File: config.mk
export PLATFORM = sky130hd
export DESIGN_NAME = heaa_sub_pipe
export DESIGN_NICKNAME = d
export VERILOG_FILES = /design/src/rtl/heaa_sub_pipe.sv
export SDC_FILE = /design/constraint.sdc
export NUM_CORES = 1
export LEC_CHECK = 0
export ABC_AREA = 1
export CAP_MARGIN = 20
export CORE_MARGIN = 8
export CORE_UTILIZATION = 35
export CTS_CLUSTER_DIAMETER = 30
export CTS_CLUSTER_SIZE = 10
export DETAILED_ROUTE_END_ITERATION = 16
export PLACE_DENSITY = 0.63
export SYNTH_ARGS = -nofsm -noshare
export SYNTH_HDL_FRONTEND = slang
export SYNTH_SLANG_ARGS = --single-unit
File: constraint.sdc
create_clock -name clk -period 4.55 [get_ports clk]
set_input_delay 0.455 -clock clk [delete_from_list [all_inputs] [get_ports clk]]
set_output_delay 0.455 -clock clk [all_outputs]
set_load 0.02 [all_outputs]
File: src/rtl/heaa_sub_pipe.sv
// rtl/heaa_sub_pipe.sv - two-stage approximate subtractor (OR-approximated low bits, exact upper sum)
// Valid/ready pipeline: S1 holds the approximate low bits and upper operand slices, S2 the full diff.
module heaa_sub_pipe #(
  parameter int W = 32,
  parameter int K = 10
) (
  input  logic         clk,
  input  logic         rst_n,
  input  logic         in_valid,
  output logic         in_ready,
  input  logic [W-1:0] a,
  input  logic [W-1:0] b,
  output logic         out_valid,
  input  logic         out_ready,
  output logic [W:0]   diff,
  output logic [15:0]  op_count
);

  localparam int HW = W - K;

  logic          s1_valid_q, s1_valid_d;
  logic [K-1:0]  s1_low_q, s1_low_d;
  logic          s1_c_q, s1_c_d;
  logic [HW-1:0] s1_a_hi_q, s1_a_hi_d;
  logic [HW-1:0] s1_nb_hi_q, s1_nb_hi_d;
  logic          s2_valid_q, s2_valid_d;
  logic [W:0]    diff_q, diff_d;
  logic [15:0]   op_count_q, op_count_d;

  logic          s1_adv;
  logic          s2_adv;
  logic [W-1:0]  nb;
  logic [HW:0]   hi_sum;

  // The +1 carry-in of a true two's-complement subtract is deliberately dropped.
  assign nb = ~b;

  always_comb begin
    s2_adv = !s2_valid_q || out_ready;
    s1_adv = !s1_valid_q || s2_adv;
  end

  assign in_ready = s1_adv;

  always_comb begin
    s1_valid_d = s1_valid_q;
    s1_low_d   = s1_low_q;
    s1_c_d     = s1_c_q;
    s1_a_hi_d  = s1_a_hi_q;
    s1_nb_hi_d = s1_nb_hi_q;
    if (s1_adv) begin
      s1_valid_d = in_valid;
      if (in_valid) begin
        s1_low_d[K-2:0] = a[K-2:0] | nb[K-2:0];
        s1_low_d[K-1]   = a[K-1] ^ nb[K-1];
        s1_c_d          = a[K-1] & nb[K-1];
        s1_a_hi_d       = a[W-1:K];
        s1_nb_hi_d      = nb[W-1:K];
      end
    end
  end

  assign hi_sum = {1'b0, s1_a_hi_q} + {1'b0, s1_nb_hi_q} + {{HW{1'b0}}, s1_c_q};

  always_comb begin
    s2_valid_d = s2_valid_q;
    diff_d     = diff_q;
    if (s2_adv) begin
      s2_valid_d = s1_valid_q;
      if (s1_valid_q) begin
        diff_d = {hi_sum, s1_low_q};
      end
    end
  end

  always_comb begin
    op_count_d = op_count_q;
    if (s2_valid_q && out_ready && (op_count_q != 16'hFFFF)) begin
      op_count_d = op_count_q + 16'd1;
    end
  end

  always_ff @(posedge clk or negedge rst_n) begin
    if (!rst_n) begin
      s1_valid_q <= 1'b0;
      s1_low_q   <= '0;
      s1_c_q     <= 1'b0;
      s1_a_hi_q  <= '0;
      s1_nb_hi_q <= '0;
      s2_valid_q <= 1'b0;
      diff_q     <= '0;
      op_count_q <= '0;
    end else begin
      s1_valid_q <= s1_valid_d;
      s1_low_q   <= s1_low_d;
      s1_c_q     <= s1_c_d;
      s1_a_hi_q  <= s1_a_hi_d;
      s1_nb_hi_q <= s1_nb_hi_d;
      s2_valid_q <= s2_valid_d;
      diff_q     <= diff_d;
      op_count_q <= op_count_d;
    end
  end

  assign out_valid = s2_valid_q;
  assign diff      = diff_q;
  assign op_count  = op_count_q;

endmodule

==> results of run 1 <==
-- cell type report --
class / instances / area (um2) / share of cell area, %
repair buffers: 121 / 1200 / 16.2
flip-flops and latches: 106 / 2650 / 35.7
clock buffers: 12 / 256 / 3.46
well taps: 216 / 270 / 3.64
clock inverters: 4 / 57.6 / 0.775
inverters: 90 / 343 / 4.62
multi-input cells: 535 / 2640 / 35.6
-- critical path: stages, from the launching register on --
cell	delay, ns
dfrtp_1	0.41
fa_1	0.51
fa_1	0.45
nand3_1	0.11
nand3_1	0.17
nand3_1	0.14
nand2_1	0.10
nand2_1	0.10
nand3b_1	0.07
nand3_1	0.09
nand2_1	0.07
-- stage by stage --
stage               cell area (um2)  power, mW  cells  worst slack (ns)  utilization, %
finish                         7420       3.70   1084              2.22            46.6
global route                   7420       3.96   1084              2.03            46.6
floorplan                      5720       2.23    749              2.49               -
global placement               7110       2.89   1068              1.94            44.6
CTS                            7420       3.74   1084              2.19            46.6
detailed placement             7110       2.90   1068              1.87            44.6
-- logic make-up (layout without fill, tap and decap cells) --
logic type      Yosys count  count (layout)  synth area share (%)
compound gates           79              79                  7.35
xor+xnor                 23              23                  3.52
fa+ha+maj                25              25                  5.73
buf+inv                 108             227                  7.49
flops                   106             106                  46.4
simple gates            408             408                  29.5
-- metal layers --
| layer | global-route usage (%) | vias up | part of all wire (%) |
|---|---|---|---|
| met5 | 0 | - | 0 |
| met4 | 6.03 | 0 | 1.9 |
| met3 | 3.22 | 20 | 5.1 |
| met2 | 23.4 | 131 | 43 |
| met1 | 20.6 | 2215 | 50 |
| li1 | - | 2559 | - |
-- state kept, by name, summed over array words and instances, names as in the netlist --
signal / flops
s1_a_hi_q: 22
out_valid: 1
diff: 33
s1_valid_q: 1
s1_c_q: 1
s1_low_q: 10
op_count: 16
s1_nb_hi_q: 22
-- power groups by stage --
stage	registers, mW	logic [mW]	clock network, mW
2_1_floorplan	1.55	0.678	0
3_3_place_gp	1.37	1.52	0
3_5_place_dp	1.38	1.53	0
4_1_cts	1.36	1.53	0.849
5_1_grt	1.39	1.68	0.887
6_report	1.36	1.51	0.827
-- cells in the final DEF, fill, tap and decap left out, types with 4 or more instances in the layout --
| cell type | n |
|---|---|
| a21oi_1 | 12 |
| buf_4 | 4 |
| clkbuf_16 | 9 |
| clkdlybuf4s50_1 | 117 |
| dfrtp_1 | 106 |
| ha_1 | 23 |
| inv_1 | 89 |
| nand2_1 | 305 |
| nand2_2 | 6 |
| nand3_1 | 36 |
| nand3b_1 | 5 |
| nand4_1 | 4 |
| nor2_1 | 34 |
| nor3_1 | 7 |
| o21ai_0 | 59 |
| o21ai_2 | 4 |
| xnor2_1 | 12 |
| xor2_1 | 11 |
-- worst max-delay path by stage --
stage / end / cells after the start / slack, ns / start
finish: diff[22]$_DFFE_PN0P_ / 10 / 2.22 / s1_c_q$_DFFE_PN0P_
global route: diff[21]$_DFFE_PN0P_ / 7 / 2.03 / out_ready
CTS: diff[22]$_DFFE_PN0P_ / 10 / 2.19 / s1_c_q$_DFFE_PN0P_
detailed placement: diff[30]$_DFFE_PN0P_ / 7 / 1.87 / out_ready
global placement: diff[27]$_DFFE_PN0P_ / 7 / 1.94 / out_ready
floorplan: diff[22]$_DFFE_PN0P_ / 10 / 2.49 / s1_c_q$_DFFE_PN0P_
==> impl_metrics.toml, run 1 <==
[status]
status = "finished, final reports clean"

[timing]
final.setup.tns_ns = 0
hold_ws_ns = 0.211
fin_worst_skew_ns = 0.00752
hold_viol_final = 0
final-setup-viol-count = 0
fin_crit_ns = 2.33
maxSlewViolCount = 0
relSlewSlack_pct = 43.7
finalCritPeriodShare_pct = 51.2
fmax_ghz = 0.429
rsz0062_at_grt = "no"
tightest_slew_ns = 0.841

[clock_network]
cts.clk_slew.worst_paths_ns = 0.08
clock_sinks = 106
cts_buffer_depth = 2
worstSkewPairLatency_ns = 0.35
cts_buffers = 9
cts.repair.resized = 0
root_buffer = "clkbuf_16"
hold_buffers = 0
cts_setup_buffers = 0
htree_levels = 3
cts_tree = "built"

[power_and_ir_drop]
comb_power_share_pct = 40.9
internal-power_mw = 2.28
leakage_nw = 3.74
p_seq_share_pct = 36.8
ir_worst_vdd_mv = 0.226
p_per_area_nw_per_um2 = 498
swShare_pct = 38.2
netSwitchingPower_mw = 1.41
clock_power_share_pct = 22.4

[die]
fp.dieW_um = 144
start_util_pct = 35.9
num_rows = 46
core_area_um2 = 15900
ios = 119
die_y_um = 144
die_area_um2 = 20700

[yosys]
synth-edff-count = 0
async_flop_share_pct = 100
syn-instance-count = 749
netlist.area_leader.share_pct = 46.4
synth_top_flop_cell = "dfrtp_1"
ys_ff_latch = 106
synth_cell_types = 32
ys_top_cells_by_area = "dfrtp_1, nand2_1, inv_1"
synth.yosys.seq_area_share_pct = 46.4
yosys_warnings = 0
synthTopCellsByCount = "nand2_1, dfrtp_1, inv_1"
syn-cell-area_um2 = 5720
syn_nets = 842
postSynthAreaPerCell_um2 = 7.63
synthMostInstantiatedCell = "nand2_1"
post-synth-top-area-cell = "dfrtp_1"

[place]
port_buffers = 118
dpl.hpwl_um = 11700
gp_congestion = 0.889

[detailed_routing]
totalWireLength_um = 15100
detail_route.vias_per_cell = 4.54
dr.pass1.iters = 4
vias = 4925
avgRoutedWirePerCell_um = 13.9
drtIter0Drc = 291
antenna_left = 0
post-route-drc-count = 0

[global_route]
grt_pass1_vias = 4916
grt_overflow_total = 0
gr-usage-all-layers_pct = 15.3
antenna_found_initial = 0
grt_first_pass_wirelength_um = 24800
grt_max_degree = 70

[worst_setup_path]
cp-start-kind = "register"
crit_type = "register to register"
cp_max_fo = 4
critical_path_required_ns = 4.79
rr_endpoint = "diff[22]$_DFFE_PN0P_"
end_kind = "register"
crit_arrival_ns = 2.57
reg2reg_slack_ns = 2.22
ff2ff_path_depth = 10
r2r-start = "s1_c_q$_DFFE_PN0P_"

[finish]
finalNetCount = 956
syn_to_final_growth_pct = 29.8
n_antenna_cell = 0
drive_above_1_share_pct = 4.38
fill_cells = 1642

[worst_hold_path]
worstHoldPathType = "primary input to async pin"

[job]
drv_cap = 0
Power figures use the tool's default switching activity.
==> run 2: changes to the inputs <==
Settings changed: PLACE_DENSITY 0.63 to 0.65.
Clock period 4.55 ns to 1.9 ns, I/O delays scaled along.
==> run 2 against run 1 <==
  * The flow now finishes with violations (negative setup slack)
  * Via count up 1.8%
  * Total power up 140%
  * Sequential power up 140%
  * Combinational power rose to 2.7 times the previous value
  * Clock skew down 0.00070 ns
  * Wire length up 0.75%
  * Fmax up 20%
  * Final area up 5.4%
  * Cell count up 2.3%
  * Global-route usage up 0.24 points
  * Count of clock-buffer cells in the layout unchanged
  * Largest cell class is now multi-input gates
  * Highest routed layer unchanged
==> impl_metrics.toml, run 2 (same netlist as run 1, synthesis figures left out) <==
[clock_network]
worstSkewPairLatency_ns = 0.35
cts_buffer_depth = 2
root_buffer = "clkbuf_16"
cts_buffers = 9
cts_tree = "built"
htree_levels = 3
clock_sinks = 106
cts.clk_slew.worst_paths_ns = 0.06

[finish]
syn_to_final_growth_pct = 36.8
finalNetCount = 983
n_antenna_cell = 0
stdcell_area_um2 = 7820
mostFrequentLayoutCells = "nand2_1, clkdlybuf4s50_1, dfrtp_1"
drive_above_1_share_pct = 11.2
final_common_cell = "nand2_1"
largest_reg_flops = 33

[worst_setup_path]
crit_arrival_ns = 2.17
reg2reg_slack_ns = -0.04
crit_type = "register to register"
critical_path_required_ns = 2.13
end_kind = "register"
ff2ff_path_depth = 8
cp-start-kind = "register"
cp_max_fo = 4

[detailed_routing]
detail_route.vias_per_cell = 4.52
route.met2.wl_um = 6740
drtIter0Drc = 212
dr.pass1.iters = 5
wl_met3_um = 733
routed.top_layer = "met4"
post-route-drc-count = 0
wirelength_met1_um = 7560
totalWireLength_um = 15200
avgRoutedWirePerCell_um = 13.7
vias = 5014
antenna_left = 0

[die]
ios = 119
core_area_um2 = 15900
num_rows = 46
start_util_pct = 35.9
fp.dieW_um = 144
die_area_um2 = 20700
die_y_um = 144

[power_and_ir_drop]
ir_worst_vdd_mv = 0.610
leakage_nw = 3.89
p_per_area_nw_per_um2 = 1150

[timing]
relSlewSlack_pct = 71.3
maxSlewViolCount = 0
fin_worst_skew_ns = 0.00682
setup_slack_ns = -0.0383
hold_viol_final = 0
fmax_ghz = 0.516
rsz0062_at_grt = "yes"
final-setup-viol-count = 6
tightest_slew_ns = 0.427
finalCritPeriodShare_pct = 102
fin_crit_ns = 1.94

[place]
gp_congestion = 0.925
port_buffers = 118
place_ws_ns = -0.101
dpl.hpwl_um = 11800
placed_area_um2 = 7350

[status]
status = "finished with violations"
violations = "negative setup slack"

[global_route]
grt_pass1_vias = 5055
grt_overflow_total = 0
grt_first_pass_wirelength_um = 25300
antenna_found_initial = 0
gr-usage-all-layers_pct = 15.5
grt_max_degree = 69

[worst_hold_path]
worstHoldPathType = "primary input to async pin"

[job]
drv_cap = 0
[run 2: changes by cell type in the layout (fill, tap and decap cells not counted), moves of 4 or more]
cell,previous run,this run
nor2_2,1,7
nand2_2,6,12
ha_2,0,7
buf_4,4,26
o21ai_1,0,5
nor2_1,34,28
nand3_2,2,7
buf_12,0,4
ha_1,23,10
ha_4,0,6
o21ai_0,59,54
nand2_1,305,298
nand3_1,36,30
[run 2: layer usage]
metal,track usage (%),vias to the layer above
met2,24.0,114
li1,-,2617
met1,21.1,2272
met4,5.59,0
met5,0,-
met3,3.02,11
[run 2: path summary, 6_finish.rpt]
kind,startpoint,to
min reg2reg,diff[29]$_DFFE_PN0P_,diff[29]$_DFFE_PN0P_
min in group clk,a[26],s1_a_hi_q[16]$_DFFE_PN0P_
max reg2reg,s1_c_q$_DFFE_PN0P_,diff[16]$_DFFE_PN0P_
min,rst_n,diff[5]$_DFFE_PN0P_
max,s1_c_q$_DFFE_PN0P_,diff[16]$_DFFE_PN0P_
max in group asynchronous,rst_n,s1_a_hi_q[6]$_DFFE_PN0P_
[run 2: cell type report]
class	count	area, um2
Inverter	90	343
Clock buffer	12	246
Timing Repair Buffer	148	1460
Tap cell	216	270
Sequential cell	106	2650
Multi-Input combinational cell	535	2840
Fill cell	1599	8120
Clock inverter	2	13.8
[run 2: critical path, stage by stage, from the launching register on]
cell,delay (ns)
dfrtp_1,0.40
fa_2,0.41
fa_2,0.38
nand3_2,0.11
nand3_4,0.09
nand2_1,0.09
nand2_2,0.07
xnor2_1,0.20
o21ai_1,0.08
[run 2: power by group]
| part | internal [mW] | switching, mW | total (mW) |
|---|---|---|---|
| clock | 0.914 | 0.803 | 1.72 |
| combinational | 1.81 | 2.21 | 4.02 |
| sequential | 2.83 | 0.423 | 3.26 |
[run 2: per-stage QoR]
stage / util [%] / setup TNS, ns / hold WS (ns) / cells / power [mW]
final: 49.1 / -0.137 / 0.333 / 1109 / 9.00
after CTS: 48.1 / -0.416 / 0.325 / 1108 / 8.96
after global routing: 49.1 / -0.867 / 0.365 / 1109 / 9.65
after floorplan: - / 0 / -0.106 / 749 / 5.34
after global placement: 46.1 / -0.189 / 0.165 / 1092 / 7.09
after detailed placement: 46.1 / -0.290 / 0.166 / 1092 / 7.14
[run 2: what timing repair did]
action                                 in CTS  in global routing
endpoints found under the hold margin      29                  0
pin swaps                                  13                  8
setup buffers                               1                  1
setup endpoints to repair                   5                 18
gates resized for setup                    12                 34
hold buffers                                1                  0
==> run 3: changes to the inputs <==
Settings changed: CORE_MARGIN 8 to 3.
==> run 3 against run 2 <==
  * The run still ends with negative setup slack left
  * Die area shrank 13%
  * Fmax about the same
  * Wire length down 5.0%
  * Final area fell by 1.0%
  * Critical path depth grew 2
  * Non-clock buffer count fell by 12
  * Global-route usage increased by 1.1 points
  * Clock power hardly changed
  * Utilization down 0.49 points
  * Total power fell by 1.0%
  * Highest routed layer unchanged
==> impl_metrics.toml, run 3 (same netlist as run 1, synthesis figures left out) <==
[timing]
fin_crit_ns = 1.94
rsz0062_at_grt = "yes"
final.setup.tns_ns = -0.115
hold_ws_ns = 0.375
hold_viol_final = 0
maxSlewViolCount = 0
setup_slack_ns = -0.0381
relSlewSlack_pct = 61.2
fmax_ghz = 0.516
tightest_slew_ns = 0.582
finalCritPeriodShare_pct = 102
fin_worst_skew_ns = 0.00701
final-setup-viol-count = 6

[die]
core_area_um2 = 15900
ios = 119
fp.dieW_um = 134
die_area_um2 = 17900
start_util_pct = 35.9
die_y_um = 134
num_rows = 46

[worst_setup_path]
slowest_delay_ns = 0.42
r2r-start = "s1_c_q$_DFFE_PN0P_"
crit_start = "s1_c_q$_DFFE_PN0P_"
cpMaxStageDelayCell = "fa_2"
end_kind = "register"
reg2reg_slack_ns = -0.04
worstPathCellList = "fa_2 > fa_2 > nand3_2 > nand3_4 > nand2_2 > nand2_4 > nand2_2 > nand3b_1 > nand3_1 > nand2_1"
critical_path_required_ns = 2.14
cp-start-kind = "register"
crit_type = "register to register"
rr_endpoint = "diff[24]$_DFFE_PN0P_"
cp_max_fo = 4
crit_arrival_ns = 2.18
ff2ff_path_depth = 10

[place]
port_buffers = 118
place_ws_ns = -0.125
placed_area_um2 = 7240
gp_congestion = 0.917
dpl.hpwl_um = 10900

[job]
drv_cap = 0

[global_route]
gr-usage-all-layers_pct = 16.6
grt_max_degree = 107
antenna_found_initial = 0
grt_overflow_total = 0
grt_pass1_vias = 4794
grt_first_pass_wirelength_um = 24000

[finish]
drive_above_1_share_pct = 10.1
stdcell_area_um2 = 7740
n_antenna_cell = 0
mostFrequentLayoutCells = "nand2_1, clkdlybuf4s50_1, dfrtp_1"
final_common_cell = "nand2_1"
finalNetCount = 971
largest_reg_flops = 33
fill_cells = 1592
syn_to_final_growth_pct = 35.5
fin_util_pct = 48.6

[detailed_routing]
avgRoutedWirePerCell_um = 13.2
route.met2.wl_um = 6540
drtIter0Drc = 302
post-route-drc-count = 0
wl_met3_um = 667
detail_route.vias_per_cell = 4.54
dr.pass1.iters = 4
vias = 4988
totalWireLength_um = 14500
antenna_left = 0
routed.top_layer = "met4"
wirelength_met1_um = 7140

[clock_network]
htree_levels = 3
cts.clk_slew.worst_paths_ns = 0.07
clock_sinks = 106
cts_buffers = 9
worstSkewPairLatency_ns = 0.35
cts_buffer_depth = 2
cts_tree = "built"
root_buffer = "clkbuf_16"

[power_and_ir_drop]
swShare_pct = 38.6
p_per_area_nw_per_um2 = 1150
netSwitchingPower_mw = 3.44
ir_worst_vdd_mv = 0.539
leakage_nw = 3.84
p_seq_share_pct = 36.5
internal-power_mw = 5.47
comb_power_share_pct = 43.8
clock_power_share_pct = 19.6

[worst_hold_path]
worstHoldPathCells = 3
worst_hold_startpoint = "a[22]"
worstHoldPathType = "primary input to register"
whs_endpoint = "s1_a_hi_q[12]$_DFFE_PN0P_"

[status]
status = "finished with violations"
violations = "negative setup slack"
run 3: cell types whose count changed in the layout (fill, tap and decap cells not counted), moves of 2 or more:
cell	before	now
nand3_2	7	9
ha_4	6	3
ha_1	10	15
clkinvlp_4	0	3
nand3_1	30	25
buf_4	26	15
ha_2	7	5
nand3_4	1	4
run 3: critical path: cells and delay by family, from the launching register on:
family / cells / cell delay (ns)
adder cells (fa/ha/maj): 2 / 0.78
flip-flops: 1 / 0.41
AND/OR/NAND/NOR: 8 / 0.64
run 3: worst max-delay path by stage:
stage                                 endpoint  slack (ns)  cells after the start
final                     diff[24]$_DFFE_PN0P_       -0.04                     10
after global routing      diff[28]$_DFFE_PN0P_       -0.14                     10
after CTS                 diff[22]$_DFFE_PN0P_       -0.08                     10
after detailed placement  diff[22]$_DFFE_PN0P_       -0.12                     10
after global placement    diff[22]$_DFFE_PN0P_       -0.06                     10
after floorplan           diff[22]$_DFFE_PN0P_      0.0008                     10
run 3: metal layers:
metal	vias up	GRT usage [%]
li1	2592	-
met4	0	4.23
met5	-	0
met1	2254	24.0
met3	10	3.23
met2	132	25.7
run 3: timing repair:
action                                 4_1_cts  5_1_grt
hold buffers                                 1        0
setup buffers                                1        1
setup endpoints to repair                    7       18
pin swaps                                   10       12
resized for setup                           17       34
endpoints found under the hold margin      106        0
run 3: final cells by class:
type	instances	area (um2)	share of cell area (%)
Clock buffer	12	246	3.18
Clock inverter	4	27.5	0.355
Inverter	90	343	4.43
Multi-Input combinational cell	535	2850	36.8
Sequential cell	106	2650	34.3
Tap cell	216	270	3.49
Timing Repair Buffer	136	1350	17.5
run 3: power by group through the flow:
stage | clock network (mW) | logic, mW | registers, mW
floorplan | 0 | 1.63 | 3.71
global placement | 0 | 3.71 | 3.27
detailed placement | 0 | 3.73 | 3.29
CTS | 1.81 | 3.81 | 3.25
global route | 1.91 | 4.30 | 3.34
finish | 1.75 | 3.90 | 3.25
run 3: per-stage QoR:
| stage | total power [mW] | std cells |
|---|---|---|
| after floorplan | 5.34 | 749 |
| after global placement | 6.99 | 1080 |
| after detailed placement | 7.02 | 1080 |
| after CTS | 8.87 | 1098 |
| after global routing | 9.55 | 1099 |
| final | 8.90 | 1099 |
